==> config.mk <==
export PLATFORM = sky130hd
export DESIGN_NAME = mux2x1_arbiter
export DESIGN_NICKNAME = d
export VERILOG_FILES = /design/src/rtl/mux2x1_arbiter_pkg.sv /design/src/rtl/mux2x1_rtl_2.sv /design/src/rtl/mux2x1_arbiter.sv
export SDC_FILE = /design/constraint.sdc
export NUM_CORES = 1
export LEC_CHECK = 0
export ABC_AREA = 1
export CORE_ASPECT_RATIO = 0.75
export CORE_MARGIN = 1.5
export CORE_UTILIZATION = 50
export DETAILED_ROUTE_END_ITERATION = 8
export HOLD_SLACK_MARGIN = 0.02
export PLACE_DENSITY = 0.79
export SYNTH_ARGS = -nofsm -noshare
export SYNTH_HDL_FRONTEND = slang
export SYNTH_SLANG_ARGS = --single-unit
==> constraint.sdc <==
create_clock -name clk -period 1.9 [get_ports clk]
set_input_delay 0.285 -clock clk [delete_from_list [all_inputs] [get_ports clk]]
set_output_delay 0.285 -clock clk [all_outputs]
set_load 0.02 [all_outputs]
==> src/rtl/mux2x1_arbiter_pkg.sv <==
// Shared types and constants for the two-requester round-robin mux arbiter.
package mux2x1_arbiter_pkg;

  typedef enum logic [1:0] {
    IDLE   = 2'd0,
    GRANT1 = 2'd1,
    GRANT2 = 2'd2
  } state_t;

  localparam logic SEL_IN1 = 1'b0;
  localparam logic SEL_IN2 = 1'b1;

  localparam int CNT_W = 8;

endpackage

==> src/rtl/mux2x1_rtl_2.sv <==
// One-bit 2:1 multiplexer; sel=0 passes a, sel=1 passes b.
module mux2x1_rtl_2 (
  input  logic a,
  input  logic b,
  input  logic sel,
  output logic y
);

  assign y = sel ? b : a;

endmodule

==> src/rtl/mux2x1_arbiter.sv <==
// Round-robin burst arbiter sharing one 2:1 data mux between two valid/ready
// requesters, followed by a one-entry registered output stage.
module mux2x1_arbiter
  import mux2x1_arbiter_pkg::*;
#(
  parameter int DATA_W    = 8,
  parameter int BURST_MAX = 4
) (
  input  logic              clk,
  input  logic              rst_n,
  input  logic              in1_valid,
  input  logic [DATA_W-1:0] in1_data,
  output logic              in1_ready,
  input  logic              in2_valid,
  input  logic [DATA_W-1:0] in2_data,
  output logic              in2_ready,
  output logic              out_valid,
  output logic [DATA_W-1:0] out_data,
  input  logic              out_ready,
  output logic              select,
  output logic              busy
);

  state_t             state;
  logic               last;
  logic [CNT_W-1:0]   cnt;
  logic [CNT_W:0]     cnt_inc;
  logic               burst_done;
  logic               xfer;
  logic               can_take;
  logic [DATA_W-1:0]  mux_y;

  // Once the burst length is reached with nobody waiting, the count parks at
  // BURST_MAX so the very next beat after the other side shows up hands over.
  function automatic logic [CNT_W-1:0] sat_cnt(input logic [CNT_W:0] inc,
                                                input logic          done);
    return done ? CNT_W'(BURST_MAX) : inc[CNT_W-1:0];
  endfunction

  always_comb begin
    can_take   = !out_valid || out_ready;
    in1_ready  = (state == GRANT1) && can_take;
    in2_ready  = (state == GRANT2) && can_take;
    xfer       = (in1_valid && in1_ready) || (in2_valid && in2_ready);
    cnt_inc    = {1'b0, cnt} + {{CNT_W{1'b0}}, 1'b1};
    burst_done = cnt_inc >= (CNT_W+1)'(BURST_MAX);
  end

  for (genvar i = 0; i < DATA_W; i++) begin : g_mux
    mux2x1_rtl_2 u_mux (
      .a   (in1_data[i]),
      .b   (in2_data[i]),
      .sel (select),
      .y   (mux_y[i])
    );
  end

  // Grant FSM: state, select, busy, last and burst count all registered here.
  always_ff @(posedge clk or negedge rst_n) begin
    if (!rst_n) begin
      state  <= IDLE;
      select <= SEL_IN1;
      busy   <= 1'b0;
      last   <= SEL_IN2;
      cnt    <= '0;
    end else begin
      case (state)
        IDLE: begin
          if (in1_valid && (!in2_valid || last == SEL_IN2)) begin
            state  <= GRANT1;
            select <= SEL_IN1;
            last   <= SEL_IN1;
            busy   <= 1'b1;
            cnt    <= '0;
          end else if (in2_valid) begin
            state  <= GRANT2;
            select <= SEL_IN2;
            last   <= SEL_IN2;
            busy   <= 1'b1;
            cnt    <= '0;
          end
        end
        GRANT1: begin
          if (!in1_valid || (xfer && burst_done && in2_valid)) begin
            cnt <= '0;
            if (in2_valid) begin
              state  <= GRANT2;
              select <= SEL_IN2;
              last   <= SEL_IN2;
            end else begin
              state <= IDLE;
              busy  <= 1'b0;
            end
          end else if (xfer) begin
            cnt <= sat_cnt(cnt_inc, burst_done);
          end
        end
        GRANT2: begin
          if (!in2_valid || (xfer && burst_done && in1_valid)) begin
            cnt <= '0;
            if (in1_valid) begin
              state  <= GRANT1;
              select <= SEL_IN1;
              last   <= SEL_IN1;
            end else begin
              state <= IDLE;
              busy  <= 1'b0;
            end
          end else if (xfer) begin
            cnt <= sat_cnt(cnt_inc, burst_done);
          end
        end
        default: begin
          state <= IDLE;
          busy  <= 1'b0;
        end
      endcase
    end
  end

  // Output stage: one registered beat, refilled in the same cycle it drains.
  always_ff @(posedge clk or negedge rst_n) begin
    if (!rst_n) begin
      out_valid <= 1'b0;
      out_data  <= '0;
    end else if (xfer) begin
      out_valid <= 1'b1;
      out_data  <= mux_y;
    end else if (out_valid && out_ready) begin
      out_valid <= 1'b0;
    end
  end

endmodule

==> results.md <==
* CP Capture Type: output pin
* Maximum root-to-sink buffer count at 2
* Reg2Reg Setup Slack at between 0.15 and 0.2 ns
* Initial detailed-routing violation count at roughly 160
* Startpoint types: flop
* Slew headroom at 0.815
* Max-cap violations at 0
* DRC viols at 0
* Final non-filler cell total at a little over 300
* CTS tree: done
* Via count at 1482
* CP peak stage delay at 0.43 ns
* Dominant cell type by area after synthesis: dfrtp_1
* Avg WL per Cell at 10.9 um
* Port bufs at 33
* Antenna Cells at 0
* Clock Skew at 0.00931 ns
* Top post-synthesis cells by area: dfrtp_1 (35%), nand2_1 (18%), inv_1 (8.5%)
* CTS Root Buffer Type: clkbuf_8
* CTS Hold Buffers Added at 0
* Post-Syn Area at 1510 um2
* Final setup viols at 0
* Crit Path Max Fanout at 5
* Syn avg cell area at 6.79 um2
* Layout area overhead at 32.6%
* Fraction of layout cells with a size suffix above 1 at 0.109
* Final WL at 3300 um
* Gp weighted congestion at just over 0.9
* Num rows at 17
* Status: complete, no violations
* 1st-pass router iterations at 4
* Register area share after synthesis at 0.366
* Adder-cell share of the synthesized area at 0.0581
* Vias/cell at 4.89
* Die height at 50.6 um
* Largest net degree at the start of global routing at 23
* H-tree Lvls at 1
* Tmin final at approximately 1.8 ns
* Max IR drop VDD at 769 uV
* Starting Density at 0.517
* Register area at 553 um2
* Synth unique cells at 20
* F_max at 562 MHz
* Dpl cell area at between 1500 and 2000 um2
* Synthesized instance count at 222
* Mux contribution to synthesized area at 0
* Final Hold Fails at 0
* Tightest Hold Check Type: in2async
* Post-synthesis simple-gate area fraction at 0.370
* WP data arrival at roughly 1.5 ns
* GRT Total Usage at 0.220
* Core ar. at 2910 um2
* CP Class: reg2out
* Remaining global-route overflow at 0
* Vias in the first global route at between 1000 and 1500
* Max-slew violation count at 0
* CTS Buf Count at 3
* CP Buf/Inv Count at 3
* Final instance area at 2000 um2
* First-pass GRT wire length at about 5700 um
* Synthesized flop and latch total at 22
* Leak Pwr at 1.00 nW
* Post-detailed-placement half-perimeter wirelength at 2490 um
* Fillers at 256
* Clock sink count at 22
* Worst EP required at between 1.5 and 2 ns
* Final #Nets at about 290
* Initial antenna violation count at 0
* Worst-margin pin slew at 0.278 ns
* Ys flop type: dfrtp_1
* Post-synthesis compound-gate area fraction at 0.109
* Most used cell, CP: inv_1
* CP delay by family, top: buffers and inverters
* Multi-input gate area at a little over 800 um2
* Post-synth top area share at 0.349
* Antenna-violating nets left at 0
* Cell area power density at around 1200 nW/um2
* Cell with the most instances after synthesis: nand2_1
* Die area at about 3400 um2
* Post-Synth XOR/XNOR Area at 0
* CTS clk-pin slew, worst paths at 0.08 ns
* CP max-delay cell: dfrtp_1
* Asr flop ratio synth at 1.00
* Main combinational cell family by area after synthesis: simple AND/OR/NAND/NOR gates
* Final worst path period share at 0.937
* Inst Count DP at 298
* # IOs at 34
* Post-Syn Nets at between 200 and 300
* Worst-Skew Late Latency at between 0.2 and 0.3 ns
* Critical-path cell list: inv_1 > ha_2 > inv_1 > nor2_1 > dlygate4sd2_1
* Synth warnings at 0
* Chip width at 66.4 um
* Synth top cells by count: nand2_1 (74), inv_1 (34), dfrtp_1 (21)
* Post-synth EDFFs at 0
==> power by group <==
group	total [mW]	switching (mW)	internal, mW
sequential	0.732	0.104	0.628
combinational	1.40	0.815	0.588
clock	0.334	0.149	0.185
==> layout by cell type, fill, tap and decap left out <==
| cell type | Yosys | layout |
|---|---|---|
| dfrtp_1 | 21 | 20 |
| dlygate4sd2_1 | 0 | 1 |
| nor2_1 | 18 | 18 |
| nand3_2 | 2 | 2 |
| ha_2 | 0 | 1 |
| o21ai_2 | 1 | 1 |
| ha_1 | 7 | 6 |
| dfrtp_2 | 0 | 1 |
| inv_1 | 34 | 34 |
| nand2_4 | 4 | 4 |
| nand2_1 | 74 | 74 |
| o211ai_1 | 2 | 2 |
| nand4_1 | 4 | 4 |
| nand2_2 | 2 | 2 |
| o21ai_0 | 20 | 20 |
| clkdlybuf4s50_1 | 0 | 31 |
| dfstp_2 | 1 | 1 |
| nand3_1 | 17 | 17 |
| nor2_2 | 2 | 2 |
| clkdlybuf4s15_1 | 0 | 1 |
| buf_4 | 1 | 10 |
| a21oi_1 | 7 | 7 |
| nand4_2 | 1 | 1 |
| o21ai_1 | 1 | 1 |
| clkbuf_8 | 0 | 4 |
==> layout make-up <==
cell class	count	share of cell area
multi-input cells	162	0.406
flip-flops and latches	22	0.277
repair buffers	43	0.202
inverters	34	0.0638
clock buffers	4	0.0275
well taps	38	0.0238
==> registers in the layout, indices dropped and copies added, names as in the netlist <==
signal and count:
cnt 8, out_data 8, state 2, busy 1, last 1, out_valid 1
select 1
==> cells by family (layout without fill, tap and decap cells) <==
family                     after synthesis  in the layout
adders and majority gates                7              7
DFF                                     22             22
buffers and inverters                   38             81
AOI/OAI and AO/OA                       31             31
and+or+nand+nor                        124            124
==> per-stage QoR <==
step                hold WS [ns]  utilization  setup WS, ns  total power, mW  setup TNS, ns
CTS                        0.374        0.682         0.119             2.47              0
floorplan                -0.0106            -         0.292             1.60              0
finish                     0.359        0.686         0.120             2.47              0
detailed placement         0.458        0.664         0.103             2.13              0
global route               0.384        0.686      -0.00788             2.69        -0.0130
global placement           0.464        0.664         0.125             2.13              0
==> routing by layer <==
metal,share of wire,wire [um],global-route usage
met5,0,0,0
met1,0.48,1590,0.303
met4,0.0033,11,0.0544
met3,0.083,274,0.0717
met2,0.43,1430,0.335
==> worst reg2reg max path, stage by stage (launching register included) <==
cell and delay (ns):
dfrtp_1 0.43, inv_1 0.11, ha_2 0.22, nand2_1 0.08, nand2_1 0.09, nand2_2 0.06, inv_1 0.10, nand3_1 0.13
nand2_4 0.14, nand2_4 0.10, nand2_1 0.07, o21ai_0 0.08
==> worst paths after layout <==
check / startpoint / end / depth (start not counted)
setup reg to reg: state[0] / cnt[0] / 11
min in group clk: busy / busy / 2
max in group asynchronous: rst_n / last / 2
hold reg to reg: busy / busy / 2
setup / recovery: state[0] / in2_ready / 5
hold / removal: rst_n / cnt[0] / 2
==> repair_timing <==
action                                  CTS  global route
setup buffers                             0             1
pin swaps                                 0             0
resized for setup                         2             3
endpoints found under the setup margin    2             7
endpoints found under the hold margin     0             0
(Power assumes the default switching activity.)
